[config.mk]
export PLATFORM = sky130hd
export DESIGN_NAME = bus_grant_scheduler
export DESIGN_NICKNAME = d
export VERILOG_FILES = /design/src/rtl/bus_grant_scheduler.sv
export SDC_FILE = /design/constraint.sdc
export NUM_CORES = 1
export LEC_CHECK = 0
export BUFFER_PORTS_ARGS = -buffer_cell sky130_fd_sc_hd__clkbuf_2
export CAP_MARGIN = 15
export CORE_ASPECT_RATIO = 0.8
export CORE_MARGIN = 3
export CORE_UTILIZATION = 40
export DETAILED_ROUTE_END_ITERATION = 12
export GPL_ROUTABILITY_DRIVEN = 0
export GPL_TIMING_DRIVEN = 0
export PLACE_DENSITY = 0.57
export REMOVE_ABC_BUFFERS = 1
export SLEW_MARGIN = 0
export SYNTH_ARGS = -nofsm -noshare
export SYNTH_HDL_FRONTEND = slang
export SYNTH_SLANG_ARGS = --single-unit
[constraint.sdc]
create_clock -name clk -period 2.1 [get_ports clk]
set_clock_uncertainty 0.1 [all_clocks]
set_input_delay 0.21 -clock clk [delete_from_list [all_inputs] [get_ports clk]]
set_output_delay 0.21 -clock clk [all_outputs]
set_load 0.1 [all_outputs]
[src/rtl/bus_grant_scheduler.sv]
// bus_grant_scheduler
// Three-master / three-slave bus arbiter. Masters are granted round-robin,
// the winner shifts a two-bit slave address in serially (MSB first), the
// scheduler waits for the addressed slave, routes the datapath until the
// master lets go, then idles the bus for IDLE_GAP cycles before re-arbitrating.
// A watchdog forces the bus free if a transfer stalls in WAIT_SLAVE or ROUTE
// for TIMEOUT non-hold cycles. Slave index 3 means "no slave": the transfer
// is dropped straight into RELEASE without routing.
// IDLE_GAP values below 1 behave as 1, and values above 256 are not supported
// by the 8-bit gap counter.

module bus_grant_scheduler #(
  parameter logic [7:0] TIMEOUT  = 8'd200,
  parameter int         IDLE_GAP = 2
) (
  input  logic       clk,
  input  logic       reset,
  input  logic [2:0] m_req,
  input  logic [2:0] m_addr,
  input  logic [2:0] m_addr_valid,
  input  logic [2:0] s_ready,
  input  logic [2:0] s_hold,
  output logic [2:0] grant,
  output logic [1:0] slave_sel,
  output logic       route_en,
  output logic       timeout_err,
  output logic [2:0] state
);

  typedef enum logic [2:0] {
    S_IDLE       = 3'd0,
    S_GRANT      = 3'd1,
    S_DECODE     = 3'd2,
    S_WAIT_SLAVE = 3'd3,
    S_ROUTE      = 3'd4,
    S_RELEASE    = 3'd5
  } state_t;

  // RELEASE lasts IDLE_GAP cycles: the gap counter starts at 0 on entry and
  // the last RELEASE cycle is the one where it equals IDLE_GAP-1.
  localparam int         GAP_LAST_INT = (IDLE_GAP > 1) ? IDLE_GAP - 1 : 0;
  localparam logic [7:0] GAP_LAST     = 8'(GAP_LAST_INT);

  // The watchdog fires on the cycle whose increment would make the counter
  // reach TIMEOUT, so the counter reads TIMEOUT in the first RELEASE cycle.
  localparam logic [7:0] TIMEOUT_LAST = TIMEOUT - 8'd1;

  localparam logic [1:0] NO_SLAVE = 2'd3;

  state_t     cur_state;
  state_t     next_state;

  // Arbitration state.
  logic       armed;
  logic [1:0] winner;
  logic [1:0] last_winner;
  logic [1:0] rr_pick;

  // Address capture and slave selection.
  logic       sel_hi;
  logic [1:0] slave_sel_q;
  logic       decode_done;

  // Watchdog and release gap.
  logic [7:0] to_cnt;
  logic [7:0] gap_cnt;
  logic       timeout_hit;
  logic       timeout_err_q;

  // One-hot views and per-winner / per-slave selected inputs.
  logic [2:0] win_oh;
  logic [2:0] sel_oh;
  logic       win_req;
  logic       win_valid;
  logic       win_addr;
  logic       slave_rdy;
  logic       slave_hold;
  logic       in_xfer;

  // Decode the registered winner and selected slave into one-hot masks.
  always_comb begin
    win_oh = 3'b000;
    case (winner)
      2'd0:    win_oh = 3'b001;
      2'd1:    win_oh = 3'b010;
      2'd2:    win_oh = 3'b100;
      default: win_oh = 3'b000;
    endcase
    sel_oh = 3'b000;
    case (slave_sel_q)
      2'd0:    sel_oh = 3'b001;
      2'd1:    sel_oh = 3'b010;
      2'd2:    sel_oh = 3'b100;
      default: sel_oh = 3'b000;
    endcase
  end

  // Only the winning master's and the addressed slave's signals matter;
  // everything else on the request side is ignored until the next IDLE.
  assign win_req     = |(m_req        & win_oh);
  assign win_valid   = |(m_addr_valid & win_oh);
  assign win_addr    = |(m_addr       & win_oh);
  assign slave_rdy   = |(s_ready      & sel_oh);
  assign slave_hold  = |(s_hold       & sel_oh);
  assign in_xfer     = (cur_state == S_WAIT_SLAVE) || (cur_state == S_ROUTE);
  assign decode_done = (cur_state == S_DECODE) && win_req && win_valid;

  // Round-robin pick: search starts at the master after the last winner.
  always_comb begin
    rr_pick = 2'd0;
    case (last_winner)
      2'd0: begin
        if (m_req[1])      rr_pick = 2'd1;
        else if (m_req[2]) rr_pick = 2'd2;
        else               rr_pick = 2'd0;
      end
      2'd1: begin
        if (m_req[2])      rr_pick = 2'd2;
        else if (m_req[0]) rr_pick = 2'd0;
        else               rr_pick = 2'd1;
      end
      default: begin
        if (m_req[0])      rr_pick = 2'd0;
        else if (m_req[1]) rr_pick = 2'd1;
        else               rr_pick = 2'd2;
      end
    endcase
  end

  // State register.
  always_ff @(posedge clk or negedge reset) begin
    if (!reset) begin
      cur_state <= S_IDLE;
    end else begin
      cur_state <= next_state;
    end
  end

  // Next-state logic; a dropped request always wins over other exits, and
  // the watchdog wins over a slave that becomes ready on the same cycle.
  always_comb begin
    next_state  = cur_state;
    timeout_hit = 1'b0;
    case (cur_state)
      S_IDLE: begin
        if (armed && (|m_req)) next_state = S_GRANT;
      end
      S_GRANT: begin
        if (!win_req)       next_state = S_RELEASE;
        else if (win_valid) next_state = S_DECODE;
      end
      S_DECODE: begin
        if (!win_req) begin
          next_state = S_RELEASE;
        end else if (win_valid) begin
          if ({sel_hi, win_addr} == NO_SLAVE) next_state = S_RELEASE;
          else                                next_state = S_WAIT_SLAVE;
        end
      end
      S_WAIT_SLAVE: begin
        if (!win_req) begin
          next_state = S_RELEASE;
        end else if (!slave_hold && (to_cnt == TIMEOUT_LAST)) begin
          next_state  = S_RELEASE;
          timeout_hit = 1'b1;
        end else if (slave_rdy) begin
          next_state = S_ROUTE;
        end
      end
      S_ROUTE: begin
        if (!win_req) begin
          next_state = S_RELEASE;
        end else if (!slave_hold && (to_cnt == TIMEOUT_LAST)) begin
          next_state  = S_RELEASE;
          timeout_hit = 1'b1;
        end
      end
      S_RELEASE: begin
        if (gap_cnt == GAP_LAST) next_state = S_IDLE;
      end
      default: begin
        next_state = S_IDLE;
      end
    endcase
  end

  // Arbitration, address capture, watchdog and gap bookkeeping. The armed
  // flag keeps IDLE from granting on the first edge after reset release.
  always_ff @(posedge clk or negedge reset) begin
    if (!reset) begin
      armed         <= 1'b0;
      winner        <= 2'd0;
      last_winner   <= 2'd2;
      sel_hi        <= 1'b0;
      slave_sel_q   <= NO_SLAVE;
      to_cnt        <= 8'd0;
      gap_cnt       <= 8'd0;
      timeout_err_q <= 1'b0;
    end else begin
      armed         <= 1'b1;
      timeout_err_q <= timeout_hit;

      if ((cur_state == S_IDLE) && (next_state == S_GRANT)) begin
        winner <= rr_pick;
      end

      if ((cur_state == S_GRANT) && (next_state == S_DECODE)) begin
        sel_hi <= win_addr;
      end

      if (decode_done) begin
        slave_sel_q <= {sel_hi, win_addr};
      end else if (next_state == S_IDLE) begin
        slave_sel_q <= NO_SLAVE;
      end

      if ((cur_state == S_DECODE) && (next_state == S_WAIT_SLAVE)) begin
        to_cnt <= 8'd0;
      end else if (in_xfer && !slave_hold) begin
        to_cnt <= to_cnt + 8'd1;
      end

      if (cur_state == S_RELEASE) begin
        gap_cnt <= gap_cnt + 8'd1;
      end else begin
        gap_cnt <= 8'd0;
      end

      if ((cur_state == S_RELEASE) && (next_state == S_IDLE)) begin
        last_winner <= winner;
      end
    end
  end

  // Outputs are derived from registered state only, so reset clears them at once.
  always_comb begin
    grant = 3'b000;
    if ((cur_state == S_GRANT) || (cur_state == S_DECODE) ||
        (cur_state == S_WAIT_SLAVE) || (cur_state == S_ROUTE)) begin
      grant = win_oh;
    end
  end

  assign route_en    = (cur_state == S_ROUTE);
  assign slave_sel   = slave_sel_q;
  assign timeout_err = timeout_err_q;
  assign state       = cur_state;

endmodule

# Yosys cells after proc, flatten, opt, wreduce, memory -nomap -nowiden

Cells that the tools add are included.
Widths: inputs -> output; s select.

Register bits: 28
Bits of input ports: 17
Output and inout bits: 10
Logic and storage cells: 91

Add/sub/neg operators: 2
Eq/ne operators: 16
Muxes and demuxes: 31
Bitwise operators: 5
Reductions and logical operators: 28

Operators with widths:

| operator            | number |
|---|---|
| $mux 3              | 13 |
| $mux 8              | 3 |
| $pmux 3 s3          | 2 |
| $pmux 3 s6          | 1 |
| $reduce_or 3->1     | 6 |
| $add 8x1->8 const B | 2 |
| $and 3x3->3         | 5 |
| $mux 2              | 7 |
| $eq 3x2->1 const B  | 4 |
| $logic_and 1x1->1   | 9 |
| $eq 8x1->1 const B  | 1 |
| $eq 8x8->1 const B  | 1 |
| $eq 2x1->1 const B  | 3 |
| $eq 2x2->1 const B  | 3 |
| $eq 3x1->1 const B  | 2 |
| $eq 3x3->1 const B  | 2 |
| $logic_not 2->1     | 3 |
| $logic_not 3->1     | 2 |
| $logic_or 1x1->1    | 4 |
| $mux 1              | 4 |
| $pmux 2 s2          | 1 |
| $reduce_bool 2->1   | 2 |
| $reduce_or 2->1     | 1 |
| $logic_not 1->1     | 1 |

# Longest topological paths before layout

Depth in word-level cells: 12
Mapped depth: 8

# Least setup slack after synthesis

Ideal clock, no wire load.

Kind: flip-flop to output port
Start point: register cur_state[0] (netlist: state[0])
End point: output port grant[1]
Arrival: 3.770 ns
Required time: 1.790 ns
Slack: -1.980 ns
Stages on the path, launching flop included: 5
Buffers on the path: 1
Cell sequence: dfrtp_1 > buf_2 > nor2_1 > xor2_1 > nor3b_1

Word-level cells in the longest chain between the ends: 5
Elaborated cells between the ends (all ways): 8

RTL lines:

| item                                     | line | source |
|---|---|---|
| start, declared                          | 50   | `state_t cur_state;` |
| start signal, assigned                   | 135  | `cur_state <= next_state;` |
| $eq 3x1->1 or $eq 3x2->1 (tied branches) | 238  | `if ((cur_state == S_GRANT) \|\| (cur_state == S_DECODE) \|\|` |
| $logic_or 1x1->1 (2 in series)           | 238  |  |
| $logic_or 1x1->1 *                       | 239  | `(cur_state == S_WAIT_SLAVE) \|\| (cur_state == S_ROUTE)) begin` |
| $mux 3 *                                 | 238  |  |
| end, declared                            | 23   | `output logic [2:0] grant,` |

Mark *: on every way between the ends. The rest lies on a longest branch, timed or not.

# Worst setup path after layout

Start point: register winner[0]
End point: register to_cnt[7]

Word-level cells in the longest chain between the ends: 12
Elaborated cells between the ends (all ways): 23

RTL lines:

| item                                        | line | source |
|---|---|---|
| start, declared                             | 55   | `logic [1:0] winner;` |
| start signal, assigned                      | 204  | `winner <= rr_pick;` |
| $eq 2x2->1 (tied with other cells)          | 83   | `case (winner)` |
| $pmux 3 s3 *                                | 83   |  |
| $and 3x3->3                                 | 102  | `assign win_addr = \|(m_addr & win_oh);` |
| $reduce_or 3->1                             | 102  |  |
| $eq 2x2->1                                  | 156  | `if ({sel_hi, win_addr} == NO_SLAVE) next_state = S_RELEASE;` |
| $mux 3                                      | 156  |  |
| $mux 3                                      | 155  | `end else if (win_valid) begin` |
| $mux 3                                      | 153  | `if (!win_req) begin` |
| $pmux 3 s6 *                                | 144  | `case (cur_state)` |
| $eq 3x2->1 *                                | 217  | `if ((cur_state == S_DECODE) && (next_state == S_WAIT_SLAVE)) begin` |
| $logic_and 1x1->1 *                         | 217  |  |
| $mux 8 or $reduce_bool 2->1 (tied branches) | -    |  |
| end signal, assigned                        | 220  | `to_cnt <= to_cnt + 8'd1;` |
| end, declared                               | 65   | `logic [7:0] to_cnt;` |

Marks and branches as above.
A chain may end at the register's enable or synchronous reset.

==> impl_metrics.py <==
metrics = {
    "outcome": {
        "status": "completed",
    },
    "clock_network": {
        "cts_buffers": 3,
        "h-tree-depth": 1,
        "cts_tree": "built",
        "cts.sinks": 28,
        "clock_latency_ps": 270,
        "clk_pin_slew_ps": 90,
        "clockRootBuffer": "clkbuf_8",
        "max-clock-path-buffers": 2,
    },
    "synth": {
        "synth_seq_cells": 28,
        "yosysUniqueCellTypes": 58,
        "synth_edf_count": 0,
        "syn_inst": 166,
        "yosysTopAreaCell": "dfrtp_1",
        "synth-async-reset-ratio_pct": 100,
        "synth_most_common_cell": "dfrtp_1",
        "synthTopCellsByCount": "25 x dfrtp_1, 15 x nor2_1, 12 x a21oi_1, 10 x xor2_1, 9 x mux2i_1",
        "synth_top_area_share_pct": 35.9,
        "synthFlopType": "dfrtp_1",
        "ys_top_cells_by_area": "dfrtp_1 36%, mux2i_1 5.2%, xor2_1 5.0%",
        "seq_area_frac_synth_pct": 40.4,
        "avgSynthCellArea_sq_um": 10.5,
        "yosysWarnings": 0,
        "syn_area_sq_um": 1740,
    },
    "sta": {
        "fin_ws_ps": 51.9,
        "drv_slew": 0,
        "worst_slew_pin_slew_ps": 709,
        "fin_crit_ps": 2050,
        "finalSetupViolCount": 0,
        "rsz0062_at_grt": "true",
        "fmax_ghz": 0.488,
        "fin_tns_setup_ps": 0,
        "period_share_pct": 97.5,
        "finalHoldViolCount": 0,
        "slew_headroom_pct": 52.4,
    },
    "critical_path": {
        "cp.depth": 7,
        "critPathTopFamily": "compound AO/OA/AOI/OAI gates",
        "endpoint_kind": "flop",
        "reg2reg_slack_ps": 50,
        "critPathMaxFanout": 8,
        "crit_type": "flop to flop",
        "crit_arrival_ps": 2110,
        "reg2reg_from": "winner[0]$_DFFE_PN0P_",
        "cpPeakStageDelay_ps": 510,
        "cp_cell_sequence": "mux2i_2 > a2bb2oi_4 > buf_2 > a211oi_2 > o211ai_2 > buf_4 > a21boi_1",
        "r2r_end": "to_cnt[7]$_DFFE_PN0P_",
        "reg2reg_depth": 7,
        "cp-start-kind": "flop",
        "crit_slowest_cell": "dfrtp_2",
        "critPathBufInv": 2,
        "required_ps": 2160,
    },
    "global_routing": {
        "grt_pass1_vias": 1402,
        "grt_max_degree": 29,
        "antenna_found_initial": 0,
        "grt_usage_pct": 16.4,
        "grt_first_pass_wirelength_mm": 6.73,
        "grt_overflow": 0,
    },
    "routing": {
        "wl_met1_mm": 1.86,
        "drtIter0Drc": 91,
        "wl_met3_um": 188,
        "via_per_inst": 5.43,
        "wl_mm": 4.10,
        "wl_met2_mm": 2.02,
        "dr.pass1.iters": 4,
        "wire_per_inst_um": 15.9,
        "routed-via-count": 1400,
        "ant_nets": 0,
        "top_layer": "met4",
        "drc": 0,
    },
    "power": {
        "combPwrFrac_pct": 61.0,
        "power_mw": 3.43,
        "p_seq_share_pct": 29.4,
        "p_leak_nw": 0.931,
        "powerDensity_nw_per_um2": 1600,
        "p_clk_share_pct": 9.6,
        "ir_worst_vdd_v": 0.000713,
        "p_switching_mw": 1.77,
        "swShare_pct": 51.6,
        "p_int_mw": 1.66,
    },
    "final_layout": {
        "antenna_cells": 0,
        "area_growth_syn_to_layout_pct": 22.9,
        "fin_cells": 258,
        "fin_nets": 224,
        "drive_gt1_share_pct": 37.4,
        "n_fill_cell": 358,
    },
    "die": {
        "ios": 27,
        "die_w_um": 79.8,
        "initial_core_util_pct": 43.8,
        "die_h_um": 65.0,
        "rows": 20,
        "fp.coreArea_sq_um": 3980,
        "dieArea_sq_um": 5190,
    },
    "hold_path": {
        "hold_depth": 3,
        "min_to": "winner[0]$_DFFE_PN0P_",
        "hp-class": "primary input to flop",
        "hp-start": "m_req[0]",
    },
    "placed_design": {
        "port_buffers": 26,
        "hpwl_mm": 2.78,
        "preCtsSetupSlack_ps": -326,
        "dp_cells": 239,
    },
    "run": {
        "cap_violations": 0,
    },
}
power by group through the flow:
stage	sequential, mW	clock [mW]	combinational, mW
5_1_grt	1.05	0.367	2.24
3_5_place_dp	1.02	0	1.71
3_3_place_gp	0.999	0	1.68
2_1_floorplan	1.20	0	1.16
6_report	1.01	0.330	2.09
4_1_cts	1.00	0.348	1.90
worst max path at each step:
stage / start / end
after global routing: winner[0]$_DFFE_PN0P_ / slave_sel[0]$_DFFE_PN1P_
after global placement: state[0]$_DFF_PN0_ / slave_sel[0]$_DFFE_PN1P_
final: winner[0]$_DFFE_PN0P_ / to_cnt[7]$_DFFE_PN0P_
after CTS: state[1]$_DFF_PN0_ / to_cnt[7]$_DFFE_PN0P_
after floorplan: state[0]$_DFF_PN0_ / grant[1]
after detailed placement: winner[0]$_DFFE_PN0P_ / to_cnt[7]$_DFFE_PN0P_
per-stage QoR:
step / hold WS (ps) / util (%) / instance area (sq um)
2_1_floorplan: -186 / - / 1680
3_3_place_gp: 184 / 47.1 / 1870
3_5_place_dp: 190 / 47.1 / 1870
4_1_cts: 209 / 51.3 / 2040
5_1_grt: 251 / 53.8 / 2140
6_report: 249 / 53.8 / 2140
cells by family after synthesis:
kind of cell	share of synthesized area, %
and+or+nand+nor	20.0
xor gates and xnor gates	7.03
muxes	7.11
other	0.215
DFF	40.4
buffers and inverters	4.95
AOI/OAI and AO/OA	18.2
adders and majority gates	2.15
worst reg2reg max path, delay by kind of cell, from the launching register on:
kind | cells | cell delay, ps
mux | 1 | 300
buf+inv | 2 | 420
compound gates | 4 | 620
flops | 1 | 510
placed cells by master (no fill, tap or decap), types with 2 or more instances in the layout:
| cell type | instances |
|---|---|
| o31ai_2 | 2 |
| nand4_1 | 3 |
| xnor2_1 | 4 |
| and2_1 | 2 |
| nand3b_1 | 3 |
| buf_4 | 13 |
| dfrtp_1 | 20 |
| xor2_1 | 10 |
| ha_1 | 2 |
| nand3_1 | 5 |
| nand2_1 | 6 |
| a21oi_1 | 11 |
| dfstp_2 | 3 |
| nand2b_1 | 2 |
| and3_1 | 4 |
| nor3b_2 | 2 |
| clkbuf_2 | 23 |
| mux2i_1 | 7 |
| inv_1 | 4 |
| o21a_1 | 2 |
| mux2_1 | 3 |
| clkbuf_4 | 2 |
| clkbuf_8 | 4 |
| nor2_1 | 15 |
| dfrtp_2 | 5 |
| nor3_1 | 2 |
| a211o_1 | 2 |
| mux2i_2 | 2 |
| buf_2 | 2 |
registers in the layout, summed over array words and instances (netlist names):
register / count
armed: 1
gap_cnt: 8
last_winner: 2
sel_hi: 1
slave_sel: 2
state: 3
timeout_err: 1
to_cnt: 8
winner: 2
routing by layer:
layer,GRT usage (%),vias up
li1,-,688
met1,21.9,678
met3,3.06,4
met5,0,-
met4,3.59,0
met2,27.6,30
layout make-up:
cell class / instances / area (sq um) / share of cell area (%)
multi-input cells: 125 / 1040 / 48.6
flip-flops and latches: 28 / 711 / 33.2
clock buffers: 4 / 55.1 / 2.57
well taps: 55 / 68.8 / 3.21
repair buffers: 41 / 248 / 11.6
inverters: 5 / 18.8 / 0.876
what timing repair did:
item	CTS	global route
pin swaps	4	4
hold buffers	1	0
setup buffers	8	6
gates resized for setup	10	17
endpoints found under the setup margin	19	17
hold endpoints to repair	25	0
No activity file was read; power rests on OpenSTA's default activity.
